### src/rtl/dnn_sdram_arbiter.sv
// Two-master Avalon-MM arbiter sharing one SDRAM controller port between the DNN
// accelerator (m0) and VGA fetch (m1); round-robin grant, pipelined reads, in-order tag FIFO.
module dnn_sdram_arbiter #(
    parameter int ADDR_W      = 32,
    parameter int DATA_W      = 32,
    parameter int MAX_PENDING = 8
) (
    input  logic                           clk,
    input  logic                           reset,

    input  logic [ADDR_W-1:0]              m0_address,
    input  logic                           m0_read,
    input  logic                           m0_write,
    input  logic [DATA_W-1:0]              m0_writedata,
    input  logic [DATA_W/8-1:0]            m0_byteenable,
    output logic                           m0_waitrequest,
    output logic [DATA_W-1:0]              m0_readdata,
    output logic                           m0_readdatavalid,

    input  logic [ADDR_W-1:0]              m1_address,
    input  logic                           m1_read,
    input  logic                           m1_write,
    input  logic [DATA_W-1:0]              m1_writedata,
    input  logic [DATA_W/8-1:0]            m1_byteenable,
    output logic                           m1_waitrequest,
    output logic [DATA_W-1:0]              m1_readdata,
    output logic                           m1_readdatavalid,

    output logic [ADDR_W-1:0]              s_address,
    output logic                           s_read,
    output logic                           s_write,
    output logic [DATA_W-1:0]              s_writedata,
    output logic [DATA_W/8-1:0]            s_byteenable,
    input  logic                           s_waitrequest,
    input  logic [DATA_W-1:0]              s_readdata,
    input  logic                           s_readdatavalid,

    output logic [$clog2(MAX_PENDING):0]   pending,
    output logic                           err_unexpected
);

    localparam int PTR_W = $clog2(MAX_PENDING);
    localparam int CNT_W = PTR_W + 1;

    typedef enum logic {
        ST_OPEN,
        ST_LOCKED
    } lockState_t;

    lockState_t        r_state;
    logic              r_lockId;
    logic              r_rrPtr;
    logic              r_err;
    logic [PTR_W-1:0]  r_wptr;
    logic [PTR_W-1:0]  r_rptr;
    logic [CNT_W-1:0]  r_count;
    logic              r_tags [MAX_PENDING];

    logic w_wr0;
    logic w_rd0;
    logic w_wr1;
    logic w_rd1;
    logic w_room;
    logic w_elig0;
    logic w_elig1;
    logic w_gnt;
    logic w_gntValid;
    logic w_accept;
    logic w_push;
    logic w_pop;
    logic w_head;

    // A simultaneous read and write from one master is treated as a write.
    assign w_wr0   = m0_write;
    assign w_rd0   = m0_read & ~m0_write;
    assign w_wr1   = m1_write;
    assign w_rd1   = m1_read & ~m1_write;

    // Room is judged on the count before this cycle's pop, so a full FIFO never issues.
    assign w_room  = (r_count < CNT_W'(MAX_PENDING));
    assign w_elig0 = w_wr0 | (w_rd0 & w_room);
    assign w_elig1 = w_wr1 | (w_rd1 & w_room);

    always_comb begin
        w_gnt      = 1'b0;
        w_gntValid = 1'b0;
        if (r_state == ST_LOCKED) begin
            w_gnt      = r_lockId;
            w_gntValid = r_lockId ? w_elig1 : w_elig0;
        end else if (w_elig0 && w_elig1) begin
            w_gnt      = r_rrPtr;
            w_gntValid = 1'b1;
        end else if (w_elig1) begin
            w_gnt      = 1'b1;
            w_gntValid = 1'b1;
        end else if (w_elig0) begin
            w_gnt      = 1'b0;
            w_gntValid = 1'b1;
        end
        if (reset) begin
            w_gntValid = 1'b0;
        end
    end

    always_comb begin
        s_address    = '0;
        s_read       = 1'b0;
        s_write      = 1'b0;
        s_writedata  = '0;
        s_byteenable = '0;
        if (w_gntValid) begin
            if (w_gnt) begin
                s_address    = m1_address;
                s_read       = w_rd1;
                s_write      = w_wr1;
                s_writedata  = m1_writedata;
                s_byteenable = m1_byteenable;
            end else begin
                s_address    = m0_address;
                s_read       = w_rd0;
                s_write      = w_wr0;
                s_writedata  = m0_writedata;
                s_byteenable = m0_byteenable;
            end
        end
    end

    assign w_accept       = w_gntValid & ~s_waitrequest;
    assign m0_waitrequest = ~(w_accept & ~w_gnt);
    assign m1_waitrequest = ~(w_accept & w_gnt);

    // Return beats are routed to the master at the FIFO head with zero latency.
    assign w_push           = w_accept & s_read;
    assign w_pop            = s_readdatavalid & (r_count != '0) & ~reset;
    assign w_head           = r_tags[r_rptr];
    assign m0_readdatavalid = w_pop & ~w_head;
    assign m1_readdatavalid = w_pop & w_head;
    assign m0_readdata      = s_readdata;
    assign m1_readdata      = s_readdata;

    assign pending          = r_count;
    assign err_unexpected   = r_err;

    always_ff @(posedge clk or posedge reset) begin
        if (reset) begin
            r_state  <= ST_OPEN;
            r_lockId <= 1'b0;
            r_rrPtr  <= 1'b0;
        end else begin
            case (r_state)
                ST_OPEN: begin
                    if (w_gntValid && s_waitrequest) begin
                        r_state  <= ST_LOCKED;
                        r_lockId <= w_gnt;
                    end
                end
                ST_LOCKED: begin
                    // A master that illegally drops its request releases the lock.
                    if (w_accept || !w_gntValid) begin
                        r_state <= ST_OPEN;
                    end
                end
                default: r_state <= ST_OPEN;
            endcase
            if (w_accept) begin
                r_rrPtr <= ~w_gnt;
            end
        end
    end

    always_ff @(posedge clk or posedge reset) begin
        if (reset) begin
            r_wptr  <= '0;
            r_rptr  <= '0;
            r_count <= '0;
            r_err   <= 1'b0;
        end else begin
            if (w_push) begin
                r_wptr <= r_wptr + PTR_W'(1);
            end
            if (w_pop) begin
                r_rptr <= r_rptr + PTR_W'(1);
            end
            r_count <= r_count + CNT_W'(w_push) - CNT_W'(w_pop);
            if (s_readdatavalid && (r_count == '0)) begin
                r_err <= 1'b1;
            end
        end
    end

    always_ff @(posedge clk) begin
        if (w_push) begin
            r_tags[r_wptr] <= w_gnt;
        end
    end

endmodule

### config.mk
export PLATFORM = sky130hd
export DESIGN_NAME = dnn_sdram_arbiter
export DESIGN_NICKNAME = d
export VERILOG_FILES = /design/src/rtl/dnn_sdram_arbiter.sv
export SDC_FILE = /design/constraint.sdc
export NUM_CORES = 1
export LEC_CHECK = 0
export ABC_AREA = 1
export CAP_MARGIN = 20
export CORE_AREA = 8 8 119 121
export CTS_BUF_LIST = sky130_fd_sc_hd__clkbuf_8
export CTS_CLUSTER_DIAMETER = 150
export DETAILED_ROUTE_END_ITERATION = 16
export DIE_AREA = 0 0 127 129
export PLACE_DENSITY = 0.82
export SLEW_MARGIN = 15
export SYNTH_ARGS = -nofsm -noshare
export SYNTH_HDL_FRONTEND = slang
export SYNTH_SLANG_ARGS = --single-unit
### constraint.sdc
create_clock -name clk -period 2.35 [get_ports clk]
set_clock_uncertainty 0.1 [all_clocks]
set_input_delay 0.47 -clock clk [delete_from_list [all_inputs] [get_ports clk]]
set_output_delay 0.47 -clock clk [all_outputs]
set_load 0.01 [all_outputs]
==> flow_summary.ini <==
[run_status]
status = finished with violations
violations = setup timing

[synthesis]
synthTopCellsByCount = nor2_1, o21ai_0, buf_4
avgSynthCellArea_um2 = 6.20
yosysMostFrequentCell = nor2_1
seq_area_frac_synth_pct = 22.3
synth_edf_count = 8
dominantRegCellSynth = dfrtp_1
synth.top_cell.area_share_pct = 21.7
ys_types = 27
ys_async_sr_fraction_pct = 63.6
synth_cells = 426
yosys.area.top_type = nor2_1
synth_seq_cells = 22
yosys_warnings = 0
syn_nets = 610
synth.area.top_cells = nor2_1, buf_4, o21ai_0
syn_area_um2 = 2640

[clocking]
cts-buffers-inserted = 3
path_clk_slew_ps = 70
root_buffer = clkbuf_8
cts_tree = built
cts_buffer_depth = 2
ctsHtreeMaxLevel = 1
cts_hold_buf = 0
numClockSinks = 22
worstSkewPairLatency_ps = 260

[critical_path]
arrival_ps = 1870
critPathBufInv = 5
cp.required_ps = 1780
critPathMaxFanout = 7
startpoint_type = flop
crit_chain = inv_2, nand2_2, nand2_2, nand2_2, a21oi_4, buf_12, buf_12, buf_12, o21ai_2, nor2_1, buf_2
max_stage_delay_ps = 390
path_class = reg -> out
cp_slowest_cell = dfrtp_1
path_delay_family = buffers and inverters
critPathCaptureType = primary output

[sta]
finalSetupViolations = 63
rsz0062_at_grt = true
fin_crit_sh_pct = 104
tightest_slew_ps = 251
max_slew_margin_pct = 83.2
max_freq_mhz = 410
fin_crit_ps = 2440
worst_slack_ps = -87.4
finalMaxSlewViolations = 0
hold_viol_final = 0

[floorplan]
io_pins = 319
die_area_um2 = 16400
start_util_pct = 21.5
die_h_um = 129
core_area_um2 = 12300
die_w_um = 127
fp-row-count = 41

[placed_design]
place_area_um2 = 4800
post-dp-hpwl_mm = 10.1
port_buffers = 222
gp_congestion = 0.782

[cells_and_area]
diodes = 0
n_fill_cell = 1206
stdcell_area_um2 = 5730
drive_gt1_share_pct = 40.3
syn2layout_area_growth_pct = 117
fin_nets = 821

[power_and_ir_drop]
p_leak_nw = 2.57
powerDensity_nw_per_um2 = 798
p_total_mw = 4.57
ir_drop_mv = 0.374

[drt]
drt_pass1_iterations = 5
routed_wl_mm = 15.1
drcViolationCount = 0
drtAntennaViolNets = 0
vias_per_cell = 4.45
vias = 3498
wl_per_cell_um = 19.2
drtIter0Drc = 114

[global_routing]
grt_overflow = 0
grt_use_met1_pct = 17.3
grt_use_met2_pct = 31.9
antenna_found_initial = 0
grt_pass1_wl_mm = 21.3
grt_use_total_pct = 16.8
grt_pass1_vias = 3628
grt_max_degree = 16
grt.busiest_layer = met2
use_met3_pct = 6.04

[flow_run]
cap_violations = 0

[hold_path]
hold_path_class = reg -> reg
-- sequential cells by signal, summed over array words and instances (netlist names) --
name	cells
err_unexpected	1
pending	4
r_lockId	1
r_rptr	3
r_rrPtr	1
r_state	1
r_tags	8
r_wptr	3
-- worst register-to-register path: stages (launching register included) --
cell,delay [ps]
dfrtp_1,390
inv_2,90
nand2_2,70
nand2_2,60
nand2_2,60
a21oi_4,160
buf_12,160
buf_8,150
nand4_4,110
ha_4,290
inv_2,40
ha_4,150
fa_2,330
xor2_1,140
-- metal layers --
metal / vias up / share of wire, %
met3: 18 / 8.3
met4: 0 / 1.7
li1: 1719 / -
met2: 182 / 54
met1: 1579 / 36
met5: - / 0
-- area by class of cell --
cell class                 count  area, um^2  share of cell area (%)
sequential                    22         592                    10.3
clock inverter                 1        3.75                  0.0656
tap                          150         188                    3.28
timing repair buffer         292        3020                    52.7
clock buffer                   3        41.3                   0.721
multi-input combinational    296        1790                    31.2
inverter                      22        95.1                    1.66
-- per-stage QoR --
step	setup TNS [ps]	worst slack, ps	std cells	hold WS (ps)	utilization (%)
2_1_floorplan	0	4.67	426	268	-
3_3_place_gp	-48980	-694	741	349	39.0
3_5_place_dp	-51440	-749	741	363	39.0
4_1_cts	-3700	-118	773	380	43.2
5_1_grt	-10460	-193	786	406	46.5
6_report	-2270	-87.4	786	393	46.5
-- path summary, 6_finish.rpt --
path / slack (ps) / from / cells after the start / end
worst max-delay path: -90 / pending[3]$_DFF_PP0_ / 11 / s_writedata[15]
worst min-delay path: 390 / err_unexpected$_DFFE_PP0P_ / 1 / err_unexpected$_DFFE_PP0P_
worst max register to register: -50 / pending[3]$_DFF_PP0_ / 13 / pending[2]$_DFF_PP0_
worst min register to register: 390 / err_unexpected$_DFFE_PP0P_ / 1 / err_unexpected$_DFFE_PP0P_
max in group asynchronous: 1460 / reset / 4 / r_rptr[0]$_DFFE_PP0P_
min in group asynchronous: 500 / reset / 4 / r_rptr[1]$_DFFE_PP0P_
-- power breakdown --
| group | total, mW | leakage, nW | internal (mW) | switching, mW |
|---|---|---|---|---|
| sequential | 0.641 | 0.240 | 0.533 | 0.108 |
| combinational | 3.69 | 2.30 | 1.90 | 1.79 |
| clock | 0.236 | 0.0269 | 0.117 | 0.119 |
-- repair_timing --
| item | 4_1_cts | 5_1_grt |
|---|---|---|
| cloned | 15 | 4 |
| setup buffers | 13 | 11 |
| setup endpoints to repair | 77 | 75 |
| pin swaps | 39 | 44 |
| gates resized for setup | 428 | 82 |
-- cell families (layout without fill, tap and decap cells) --
group,Yosys count,after routing,share of synthesized area [%]
AO/OA/AOI/OAI,83,83,16.3
XOR/XNOR,5,5,1.66
adder cells (fa/ha/maj),8,8,4.07
buffers and inverters,108,318,25.3
flip-flops,22,22,22.3
multiplexers,1,1,0.379
AND/OR/NAND/NOR,199,199,29.9
-- cells in the final DEF, fill, tap and decap left out, types with 16 or more instances in the layout --
master,count
buf_12,19
nand2_1,24
nor2_2,29
clkdlybuf4s50_1,143
buf_2,66
buf_4,30
nor2_1,123
inv_1,16
o21ai_1,21
o21ai_2,42
(Power assumes the default switching activity.)
